[src/rtl/lsu_mem_ctrl_if.sv]
// lsu_mem_ctrl_if: request, scratchpad and result buses of the LSU memory stage
interface lsu_mem_ctrl_if #(
  parameter int XLEN  = 32,
  parameter int TAG_W = 6
);
  logic             req_valid;
  logic             req_ready;
  logic             req_is_store;
  logic [XLEN-1:0]  req_addr;
  logic [XLEN-1:0]  req_wdata;
  logic [1:0]       req_size;
  logic             req_signed;
  logic [TAG_W-1:0] req_tag;
  logic             flush;
  logic             mem_req;
  logic             mem_we;
  logic [XLEN-1:0]  mem_addr;
  logic [XLEN-1:0]  mem_wdata;
  logic [1:0]       mem_size;
  logic             mem_atomic;
  logic [XLEN-1:0]  mem_cmp_val;
  logic             mem_ready;
  logic [XLEN-1:0]  mem_rdata;
  logic             mem_error;
  logic             res_valid;
  logic             res_ready;
  logic [TAG_W-1:0] res_tag;
  logic [XLEN-1:0]  res_data;
  logic             res_is_store;
  logic             res_error;
  modport slave (
    input  req_valid, req_is_store, req_addr, req_wdata, req_size, req_signed, req_tag, flush,
    input  mem_ready, mem_rdata, mem_error, res_ready,
    output req_ready, mem_req, mem_we, mem_addr, mem_wdata, mem_size, mem_atomic, mem_cmp_val,
    output res_valid, res_tag, res_data, res_is_store, res_error
  );
  modport master (
    output req_valid, req_is_store, req_addr, req_wdata, req_size, req_signed, req_tag, flush,
    output mem_ready, mem_rdata, mem_error, res_ready,
    input  req_ready, mem_req, mem_we, mem_addr, mem_wdata, mem_size, mem_atomic, mem_cmp_val,
    input  res_valid, res_tag, res_data, res_is_store, res_error
  );
endinterface

[src/rtl/lsu_mem_ctrl.sv]
// lsu_mem_ctrl: LSU memory stage with lane extract and sub-word read-modify-write.
// Define LSU_MISALIGN_CHK_EN to reject misaligned half/word accesses with an error.
module lsu_mem_ctrl #(
  parameter int XLEN    = 32,
  parameter int TAG_W   = 6,
  parameter int TIMEOUT = 15
) (
  input logic clk,
  input logic reset,
  lsu_mem_ctrl_if.slave bus
);
  typedef enum logic [2:0] {IDLE, ISSUE_RD, WAIT_RD, ISSUE_WR, WAIT_WR, RESP} state_t;
  localparam int CW = $clog2(TIMEOUT + 1);
  state_t state;
  logic [CW-1:0] cnt;
  logic op_store, op_signed;
  logic [1:0] op_size, op_off;
  logic [15:0] op_wdata;
  logic [7:0] byte_v;
  logic [15:0] half_v;
  logic [XLEN-1:0] load_val, merged;
  logic accept, illegal, timeout, kill;
  assign bus.mem_size    = 2'b10;
  assign bus.mem_atomic  = 1'b0;
  assign bus.mem_cmp_val = '0;
  assign accept  = state == IDLE && bus.req_valid && !bus.flush;
  assign timeout = cnt == CW'(TIMEOUT - 1);
  assign kill    = bus.flush && !op_store;
`ifdef LSU_MISALIGN_CHK_EN
  assign illegal = &bus.req_size || (bus.req_size == 2'b01 && bus.req_addr[0]) ||
                   (bus.req_size == 2'b10 && |bus.req_addr[1:0]);
`else
  assign illegal = &bus.req_size;
`endif
  always_comb begin
    byte_v   = bus.mem_rdata[8*op_off +: 8];
    half_v   = bus.mem_rdata[16*op_off[1] +: 16];
    load_val = op_size == 2'b00 ? {{(XLEN-8){op_signed & byte_v[7]}}, byte_v} :
               op_size == 2'b01 ? {{(XLEN-16){op_signed & half_v[15]}}, half_v} : bus.mem_rdata;
    merged   = bus.mem_rdata;
    if (op_size == 2'b00) merged[8*op_off +: 8] = op_wdata[7:0];
    else merged[16*op_off[1] +: 16] = op_wdata;
  end
  always_ff @(posedge clk or posedge reset) begin
    if (reset) begin
      state            <= IDLE;
      cnt              <= '0;
      op_store         <= 1'b0;
      op_signed        <= 1'b0;
      op_size          <= 2'b00;
      op_off           <= 2'b00;
      op_wdata         <= '0;
      bus.req_ready    <= 1'b1;
      bus.mem_req      <= 1'b0;
      bus.mem_we       <= 1'b0;
      bus.mem_addr     <= '0;
      bus.mem_wdata    <= '0;
      bus.res_valid    <= 1'b0;
      bus.res_tag      <= '0;
      bus.res_data     <= '0;
      bus.res_is_store <= 1'b0;
      bus.res_error    <= 1'b0;
    end else begin
      bus.mem_req <= 1'b0;
      bus.mem_we  <= 1'b0;
      cnt         <= '0;
      case (state)
        IDLE: if (accept) begin
          op_store         <= bus.req_is_store;
          op_signed        <= bus.req_signed;
          op_size          <= bus.req_size;
          op_off           <= bus.req_addr[1:0];
          op_wdata         <= bus.req_wdata[15:0];
          bus.req_ready    <= 1'b0;
          bus.mem_addr     <= {bus.req_addr[XLEN-1:2], 2'b00};
          bus.mem_wdata    <= bus.req_wdata;
          bus.res_tag      <= bus.req_tag;
          bus.res_data     <= '0;
          bus.res_is_store <= bus.req_is_store;
          bus.res_error    <= illegal;
          if (illegal) begin
            state         <= RESP;
            bus.res_valid <= 1'b1;
          end else if (bus.req_is_store && bus.req_size == 2'b10) begin
            state       <= ISSUE_WR;
            bus.mem_req <= 1'b1;
            bus.mem_we  <= 1'b1;
          end else begin
            state       <= ISSUE_RD;
            bus.mem_req <= 1'b1;
          end
        end
        ISSUE_RD: begin
          state         <= kill ? IDLE : WAIT_RD;
          bus.req_ready <= kill;
        end
        WAIT_RD: if (kill) begin
          state         <= IDLE;
          bus.req_ready <= 1'b1;
        end else if (bus.mem_ready) begin
          // a sub-word store with a clean read goes on to write the merged word
          if (op_store && !bus.mem_error) begin
            state         <= ISSUE_WR;
            bus.mem_req   <= 1'b1;
            bus.mem_we    <= 1'b1;
            bus.mem_wdata <= merged;
          end else begin
            state         <= RESP;
            bus.res_valid <= 1'b1;
            bus.res_error <= bus.mem_error;
            bus.res_data  <= op_store || bus.mem_error ? '0 : load_val;
          end
        end else if (timeout) begin
          state         <= RESP;
          bus.res_valid <= 1'b1;
          bus.res_error <= 1'b1;
        end else cnt <= cnt + 1'b1;
        ISSUE_WR: state <= WAIT_WR;
        WAIT_WR: if (bus.mem_ready || timeout) begin
          state         <= RESP;
          bus.res_valid <= 1'b1;
          bus.res_error <= !bus.mem_ready || bus.mem_error;
        end else cnt <= cnt + 1'b1;
        RESP: if (kill || bus.res_ready) begin
          state         <= IDLE;
          bus.res_valid <= 1'b0;
          bus.req_ready <= 1'b1;
        end
        default: state <= IDLE;
      endcase
    end
  end
endmodule

[src/flat_wrapper.sv]
// flat-port wrapper written by rule: the top's interface ports become plain ports
module lsu_mem_ctrl_flat 
#(
  parameter int XLEN    = 32,
  parameter int TAG_W   = 6,
  parameter int TIMEOUT = 15
)
  (clk, reset, bus_req_valid, bus_req_is_store, bus_req_addr, bus_req_wdata, bus_req_size, bus_req_signed, bus_req_tag, bus_flush, bus_mem_ready, bus_mem_rdata, bus_mem_error, bus_res_ready, bus_req_ready, bus_mem_req, bus_mem_we, bus_mem_addr, bus_mem_wdata, bus_mem_size, bus_mem_atomic, bus_mem_cmp_val, bus_res_valid, bus_res_tag, bus_res_data, bus_res_is_store, bus_res_error);
  lsu_mem_ctrl_if #(.XLEN(XLEN), .TAG_W(TAG_W)) bus_i ();
  input logic clk;
  input logic reset;
  input wire logic [$bits(bus_i.req_valid)-1:0] bus_req_valid;
  input wire logic [$bits(bus_i.req_is_store)-1:0] bus_req_is_store;
  input wire logic [$bits(bus_i.req_addr)-1:0] bus_req_addr;
  input wire logic [$bits(bus_i.req_wdata)-1:0] bus_req_wdata;
  input wire logic [$bits(bus_i.req_size)-1:0] bus_req_size;
  input wire logic [$bits(bus_i.req_signed)-1:0] bus_req_signed;
  input wire logic [$bits(bus_i.req_tag)-1:0] bus_req_tag;
  input wire logic [$bits(bus_i.flush)-1:0] bus_flush;
  input wire logic [$bits(bus_i.mem_ready)-1:0] bus_mem_ready;
  input wire logic [$bits(bus_i.mem_rdata)-1:0] bus_mem_rdata;
  input wire logic [$bits(bus_i.mem_error)-1:0] bus_mem_error;
  input wire logic [$bits(bus_i.res_ready)-1:0] bus_res_ready;
  output wire logic [$bits(bus_i.req_ready)-1:0] bus_req_ready;
  output wire logic [$bits(bus_i.mem_req)-1:0] bus_mem_req;
  output wire logic [$bits(bus_i.mem_we)-1:0] bus_mem_we;
  output wire logic [$bits(bus_i.mem_addr)-1:0] bus_mem_addr;
  output wire logic [$bits(bus_i.mem_wdata)-1:0] bus_mem_wdata;
  output wire logic [$bits(bus_i.mem_size)-1:0] bus_mem_size;
  output wire logic [$bits(bus_i.mem_atomic)-1:0] bus_mem_atomic;
  output wire logic [$bits(bus_i.mem_cmp_val)-1:0] bus_mem_cmp_val;
  output wire logic [$bits(bus_i.res_valid)-1:0] bus_res_valid;
  output wire logic [$bits(bus_i.res_tag)-1:0] bus_res_tag;
  output wire logic [$bits(bus_i.res_data)-1:0] bus_res_data;
  output wire logic [$bits(bus_i.res_is_store)-1:0] bus_res_is_store;
  output wire logic [$bits(bus_i.res_error)-1:0] bus_res_error;
  assign bus_i.req_valid = bus_req_valid;
  assign bus_i.req_is_store = bus_req_is_store;
  assign bus_i.req_addr = bus_req_addr;
  assign bus_i.req_wdata = bus_req_wdata;
  assign bus_i.req_size = bus_req_size;
  assign bus_i.req_signed = bus_req_signed;
  assign bus_i.req_tag = bus_req_tag;
  assign bus_i.flush = bus_flush;
  assign bus_i.mem_ready = bus_mem_ready;
  assign bus_i.mem_rdata = bus_mem_rdata;
  assign bus_i.mem_error = bus_mem_error;
  assign bus_i.res_ready = bus_res_ready;
  assign bus_req_ready = bus_i.req_ready;
  assign bus_mem_req = bus_i.mem_req;
  assign bus_mem_we = bus_i.mem_we;
  assign bus_mem_addr = bus_i.mem_addr;
  assign bus_mem_wdata = bus_i.mem_wdata;
  assign bus_mem_size = bus_i.mem_size;
  assign bus_mem_atomic = bus_i.mem_atomic;
  assign bus_mem_cmp_val = bus_i.mem_cmp_val;
  assign bus_res_valid = bus_i.res_valid;
  assign bus_res_tag = bus_i.res_tag;
  assign bus_res_data = bus_i.res_data;
  assign bus_res_is_store = bus_i.res_is_store;
  assign bus_res_error = bus_i.res_error;
  lsu_mem_ctrl #(.XLEN(XLEN), .TAG_W(TAG_W), .TIMEOUT(TIMEOUT)) u_core (.clk(clk), .reset(reset), .bus(bus_i));
endmodule
[config.mk]
export PLATFORM = sky130hd
export DESIGN_NAME = lsu_mem_ctrl_flat
export DESIGN_NICKNAME = d
export VERILOG_FILES = /design/src/rtl/lsu_mem_ctrl_if.sv /design/src/rtl/lsu_mem_ctrl.sv /design/src/flat_wrapper.sv
export SDC_FILE = /design/constraint.sdc
export NUM_CORES = 1
export LEC_CHECK = 0
export ABC_AREA = 1
export CELL_PAD_IN_SITES_DETAIL_PLACEMENT = 0
export CELL_PAD_IN_SITES_GLOBAL_PLACEMENT = 1
export CORE_ASPECT_RATIO = 1.75
export CORE_MARGIN = 1
export CORE_UTILIZATION = 33
export CTS_CLUSTER_DIAMETER = 150
export DETAILED_ROUTE_END_ITERATION = 10
export HOLD_SLACK_MARGIN = 0.12
export PLACE_DENSITY = 0.81
export SYNTH_ARGS = -nofsm -noshare
export SYNTH_HDL_FRONTEND = slang
export SYNTH_SLANG_ARGS = --single-unit
[constraint.sdc]
create_clock -name clk -period 4.9 [get_ports clk]
set_input_delay 0.49 -clock clk [delete_from_list [all_inputs] [get_ports clk]]
set_output_delay 0.49 -clock clk [all_outputs]
set_load 0.03 [all_outputs]
==> summary.txt, run 1 <==
Ys flop type: dfrtp_1
Port buffer count: 218
Die footprint: 0.02535 sq mm
Hold buffers post-CTS: 0
Sequential area share after synthesis: 41.16%
Largest family of logic cells by synthesized area: simple AND/OR/NAND/NOR gates
DR vias/cell: 4.651
Die Span Y: 209.9 microns
Netlist cell types: 35
Area Growth Syn to Fin: 34.41%
Worst r2r src: u_core.op_off[1]$_DFFE_PP0P_
YS warnings: 0
Fin. Hold Viols: 0
GR peak layer: met2
Crit. End Element: flip-flop
Clock root buffer: clkbuf_16
ANT nets after route: 0
Clock-pin transition on the worst setup and hold timing paths: 0.06 ns
CP arrival: 3.26 ns
FILL cells: 2513
Crit path max-delay family: buffers and inverters
Ys async rst share: 100.0%
Number of buffers created by CTS: 17
Leading area contributor after synthesis: dfrtp_1
Skew-Pair Late Insertion Delay: 0.44 ns
Simple-gate share of the synthesized area: 39.47%
CP required: 5.27 ns
Synthesized area per cell: 6.647 sq um
Clock Skews: 0.01194 ns
Ports: 256
Post-DP HPWL: 19820 microns
Fin nets: 1532
Worst path most repeated cell: nand2_1
Clock buffer depth: 2
Worst reg2reg path endpoint: u_core.bus.mem_wdata[0]$_DFFE_PP0P_
Adder-cell share of the synthesized area: 1.075%
Vias in the first global route: 7952
Met1 GRT Util: 25.61%
Core Area: 0.02412 sq mm
Crit path time final: 2.883 ns
Initial core utilization: 33.79%
GRT Overall Usage: 22.34%
Met3 Usage GRT: 4.755%
Xor-xnor portion of the synthesized cell area: 0.2150%
Max-Cap Viols: 0
Setup TNS: 0 ns
Slew HR: 32.02%
Least-Margin Pin Slew: 1.020 ns
Slowest-stage cell, CP: buf_4
Global placer's final weighted congestion: 0.8664
Drt drc: 0
Max stage delay on crit path: 0.47 ns
Hold_sp: u_core.bus.res_data[12]$_DFFE_PP0P_
First drt pass iteration count: 5
Static Leak: 0.005663 uW
WL final: 26910 microns
Largest net degree at the start of global routing: 103
RSZ-0062 raised after global routing: false
Cells on worst reg2reg path: 10
Ranking of synthesized cells by area: dfrtp_1 41%, nand2_1 30%, nand3_1 6.3%
Yosys reg bits: 134
Final Cycle Share: 58.83%
Maximum vdd drop: 404.0 uV
Via count: 8064
Initial antenna violation count: 2
CTS resizes: 0
Worst path bufs/invs: 3
H-tree levels: 4
WL/cell: 15.52 microns
Worst Hold Path EP: u_core.bus.res_data[12]$_DFFE_PP0P_
Hold depth: 2
Hold WS: 0.4754 ns
Syn Std Cell Area: 0.008149 sq mm
Worst-path cell chain: buf_4 > inv_1 > buf_4 > ha_1 > nand3_1 > o21ai_0 > nand2_1 > nand2_1 > nand2_1 > nand2_1
CP max FO: 42
Synth Instances: 1226
Max Slew Vio Count: 0
Post-CTS Setup Repair Bufs: 0
Mux cell area share after synthesis: 0%
GR Util met2: 38.17%
CTS tree: built
Initial DRC Count: 379
Status: completed
Worst setup SP type: flip-flop
Fmax: 346.9 MHz
Chip Width: 120.8 microns
Power Dens Cells: 603.3 mW/mm^2
R2R Setup Slk: 2.02 ns
Number of synthesized flops with an enable pin: 0
Class of the worst hold path: reg2reg
Kind of critical path: reg2reg
Post-synth top area share: 40.84%
First-pass GRT wire length: 43080 microns
Layout cells sized above 1: 4.986%
Clock Sinks: 134
# rows: 75
Global route overflow: 0
Final setup violation count: 0
Synth Area in Compound Gates: 7.477%
-- worst max path at each step --
stage,slack [ns],end,start,cells after the start
after floorplan,0.83,u_core.bus.mem_addr[10]$_DFFE_PP0P_,reset,1
after global placement,1.83,u_core.op_off[0]$_DFFE_PP0P_,bus_req_valid,6
after detailed placement,1.77,u_core.bus.mem_wdata[13]$_DFFE_PP0P_,bus_req_valid,10
after CTS,2.02,u_core.bus.mem_wdata[0]$_DFFE_PP0P_,u_core.op_off[1]$_DFFE_PP0P_,10
after global routing,1.83,u_core.bus.mem_wdata[0]$_DFFE_PP0P_,u_core.op_off[1]$_DFFE_PP0P_,10
final,2.02,u_core.bus.mem_wdata[0]$_DFFE_PP0P_,u_core.op_off[1]$_DFFE_PP0P_,10
-- cells in the mapped netlist, types with 2 or more instances --
master and count:
a21oi_1 40, a21oi_2 2, buf_1 5, buf_2 30, buf_4 43, buf_6 2, clkbuf_1 16, clkinv_1 3
conb_1 2, dfrtp_1 133, ha_1 7, inv_1 65, inv_2 7, nand2_1 648, nand2_2 4, nand2_4 2
nand3_1 102, nand3_2 3, nand4_1 3, nor2_1 30, nor2_4 2, o211ai_1 10, o21ai_0 41, o21ai_1 11
or2_2 5
-- through the flow --
step / total power (uW) / utilization (%) / cell area [sq um] / setup WS [ns] / cells
3_5_place_dp: 5333 / 42.90 / 10350 / 1.772 / 1700
2_1_floorplan: 4146 / - / 8280 / 0.8289 / 1261
3_3_place_gp: 5317 / 42.90 / 10350 / 1.832 / 1700
6_report: 6608 / 45.42 / 10950 / 2.017 / 1734
5_1_grt: 7119 / 45.42 / 10950 / 1.832 / 1734
4_1_cts: 6671 / 45.35 / 10940 / 2.022 / 1731
-- layout make-up --
class	instances	area, sq um	share of cell area, %
diodes	2	5.005	0.04569
clock buffers	20	466.7	4.261
clock inverters	11	123.9	1.131
inverters	75	286.5	2.616
multi-input cells	956	4070	37.16
flip-flops and latches	134	3354	30.63
well taps	308	385.4	3.518
repair buffers	228	2261	20.64
-- metal layers --
metal  vias up  part of all wire, %
met2       275                   51
met5         -                    0
met3        55                  5.6
met1      3624                   39
met4         0                  4.7
li1       4110                    -
-- state kept, by name (all words and copies together), names as in the netlist, 3 cells and up --
signal	cells
u_core.bus.mem_wdata	32
u_core.state	3
u_core.bus.res_tag	6
u_core.cnt	4
u_core.op_wdata	16
u_core.bus.res_data	32
u_core.bus.mem_addr	30
-- logic make-up (layout without fill, tap and decap cells) --
family	count (synthesis)	count (layout)
AO/OA/AOI/OAI	109	109
XOR/XNOR	2	2
buffers and inverters	171	334
AND/OR/NAND/NOR	801	801
flip-flops	134	134
other	2	39
adder cells (fa/ha/maj)	7	7
-- report_power, final --
part           switching (uW)  internal, uW  leakage (uW)
logic                    2260          1230       0.00365
registers                 308          1500       0.00173
clock network             512           786      0.000285
-- worst register-to-register path, stage by stage (launching register included) --
cell     delay (ns)
dfrtp_1        0.36
buf_4          0.26
inv_1          0.35
buf_4          0.47
ha_1           0.41
nand3_1        0.33
o21ai_0        0.25
nand2_1        0.10
nand2_1        0.15
nand2_1        0.07
nand2_1        0.07
-- cell usage in the layout (no fill, tap or decap), types with 2 or more instances in the layout --
cell and count:
nand2_2 4, clkinv_1 3, dfrtp_1 133, clkdlybuf4s50_1 218, clkinv_2 3, nor2_4 2
inv_2 7, diode_2 2, o211ai_1 10, conb_1 37, a21oi_2 2, inv_1 64
bufinv_16 2, clkbuf_16 17, nand2_1 648, inv_6 3, o21ai_0 41, a21oi_1 40
buf_4 9, nand4_1 3, nand2_4 2, o21ai_1 11, ha_1 7, clkbuf_8 3
nand3_1 102, nand3_2 3, clkinvlp_4 3, or2_2 5, nor2_1 30
Note: power is estimated with default switching activity, not from simulation.
==> run 2: changes to the inputs <==
- CORE_UTILIZATION: 33 -> 29
- PLACE_DENSITY: 0.81 -> 0.76
- clock period: 4.9 -> 2.36 ns (I/O delays scaled with it)
==> run 2 against run 1 <==
  * Clock power rose by 110%
  * Sequential power grew 110%
  * Worst setup slack lost 1.7 ns
  * Clock skew hardly changed
  * Power grew 110%
  * Sequential share of layout area decreased by 0.64 points
  * Utilization fell by 4.6 points
  * Largest power group unchanged
==> summary.txt, run 2 (synthesized netlist as in run 1, its figures left out) <==
Cells after DPL: 1774 (+4.4%)
Post-DP HPWL: 20760 microns (+4.7%)
Initial core utilization: 29.71% (-4.1 points)
Fin. Hold Viols: 0 (unchanged)
WL final: 27490 microns (+2.1%)
CP required: 2.72 ns (-2.55 ns)
Finished Core Util: 40.79% (-4.6 points)
Worst r2r src: u_core.state[2]$_DFFE_PP0P_
Layout cells sized above 1: 5.637% (+0.65 points)
Clock Sinks: 134 (unchanged)
Number of buffers created by CTS: 17 (unchanged)
Clock buffer depth: 2 (unchanged)
Die footprint: 0.02880 sq mm (+14%)
Fin nets: 1544 (+0.78%)
H-tree levels: 4 (unchanged)
Power Dens Cells: 1241 mW/mm^2 (+110%)
Clock Skews: 0.01173 ns (-0.0002119 ns)
Clock root buffer: clkbuf_16
GRT Overall Usage: 19.96% (-2.4 points)
CP max FO: 32 (-24%)
Drt drc: 0 (unchanged)
Setup Slack @ Placement: 0.1791 ns (-1.593 ns)
Chip Width: 128.7 microns (+6.6%)
Die Span Y: 223.8 microns (+6.6%)
Via count: 8107 (+0.53%)
Ports: 256 (unchanged)
Initial antenna violation count: 3 (+1)
Max Slew Vio Count: 0 (unchanged)
Biggest regs: u_core.bus.mem_wdata: 32 flops, u_core.bus.res_data: 32 flops, u_core.bus.mem_addr: 30 flops
Fin cells: 1809 (+4.3%)
First drt pass iteration count: 9 (+4)
CP arrival: 2.40 ns (-0.86 ns)
Worst reg2reg path endpoint: u_core.bus.res_data[24]$_DFFE_PP0P_
Global placer's final weighted congestion: 0.8781 (+1.4%)
Post-CTS Setup Repair Bufs: 0 (unchanged)
Crit path time final: 2.032 ns (-0.8511 ns)
Pwr Total: 13880 uW (+110%)
Most common cell after layout, fill and taps aside: nand2_1
R2R Setup Slk: 0.33 ns (-1.69 ns)
Skew-Pair Late Insertion Delay: 0.45 ns (about the same)
Worst setup SP type: flip-flop
Final worst setup slack: 0.3282 ns (-1.689 ns)
First-pass GRT wire length: 43190 microns (+0.26%)
Area Growth Syn to Fin: 37.28%
Max-Cap Viols: 0 (unchanged)
Reg area: 0.003354 sq mm (unchanged)
Cells on worst reg2reg path: 5 (-5)
Multi-input gate area: 0.004070 sq mm (unchanged)
Fmax: 492.2 MHz (+42%)
Core Area: 0.02743 sq mm (+14%)
Class of the worst hold path: in2async
ANT nets after route: 0 (unchanged)
Vias in the first global route: 7802 (-1.9%)
Final setup violation count: 0 (unchanged)
Kind of critical path: reg2reg
WL/cell: 15.19 microns (-2.1%)
# rows: 80 (+6.7%)
Static Leak: 0.005740 uW (+1.4%)
Crit. End Element: flip-flop
Least-Margin Pin Slew: 1.234 ns (+0.2148 ns)
RSZ-0062 raised after global routing: false
CTS resizes: 0 (unchanged)
Largest net degree at the start of global routing: 90 (-13%)
Initial DRC Count: 408 (+7.7%)
CTS tree: built
Clock-pin transition on the worst setup and hold timing paths: 0.06 ns (about the same)
Status: completed
Slew HR: 17.70% (-14 points)
Hold buffers post-CTS: 0 (unchanged)
Global route overflow: 0 (unchanged)
Port buffer count: 218 (unchanged)
Maximum vdd drop: 619.4 uV (+53%)
DR vias/cell: 4.481 (-3.6%)
Final Cycle Share: 86.09% (+27 points)
FILL cells: 2932 (+17%)
Most frequent cells in the layout: 648 x nand2_1, 218 x clkdlybuf4s50_1, 133 x dfrtp_1
Setup TNS: 0 ns (unchanged)
## run 2: cell count changes in the layout (fill, tap and decap cells not counted), sizes merged
cell,delta
buf,+12
clkbuf,+2
diode,+1
clkinvlp,-1
## run 2: how the worst max path moves through the flow
stage	from	endpoint	slack, ns	cells past startpoint
final	u_core.state[2]$_DFFE_PP0P_	u_core.bus.res_data[24]$_DFFE_PP0P_	0.33	5
after global routing	u_core.op_size[1]$_DFFE_PP0P_	u_core.bus.res_data[20]$_DFFE_PP0P_	0.14	5
after CTS	u_core.state[2]$_DFFE_PP0P_	u_core.bus.res_data[24]$_DFFE_PP0P_	0.32	5
after detailed placement	bus_mem_error	u_core.bus.res_data[24]$_DFFE_PP0P_	0.18	6
after global placement	bus_mem_error	u_core.bus.res_data[2]$_DFFE_PP0P_	0.24	6
after floorplan	u_core.op_off[1]$_DFFE_PP0P_	u_core.bus.mem_wdata[26]$_DFFE_PP0P_	0.41	11
## run 2: per-layer routing
| metal | up-vias | GRT usage, % | routed length [microns] |
|---|---|---|---|
| met5 | - | 0 | 0 |
| met3 | 45 | 4.084 | 1604 |
| met4 | 0 | 11.46 | 970 |
| li1 | 4140 | - | - |
| met2 | 267 | 34.05 | 14060 |
| met1 | 3655 | 22.85 | 10850 |
## run 2: critical path, cell delays in order, from the launching register on
cell and delay, ns:
dfrtp_1 0.47, nor2_4 0.19, nand2_2 0.08, o21ai_2 0.95, nand2_1 0.12, o21ai_1 0.13
## run 2: cell type report
type                    instances  share of cell area (%)
clock inverters                10                   1.085
repair buffers                240                   21.65
clock buffers                  22                   4.149
diodes                          3                 0.06711
well taps                     369                   4.127
inverters                      75                   2.550
multi-input cells             956                   36.38
flip-flops and latches        134                   29.99
## run 2: power by group
part	internal [uW]	leakage, uW	switching (uW)
logic	2720	0.00373	4710
registers	3130	0.00173	633
clock network	1620	0.000285	1070
total	7460	0.00574	6420
## run 2: through the flow
stage	hold slack, ns	cell area, sq um
6_report	0.2470	11190
5_1_grt	0.3068	11190
4_1_cts	0.2900	11180
3_5_place_dp	0.4645	10590
3_3_place_gp	0.4622	10590
2_1_floorplan	0.3456	8284
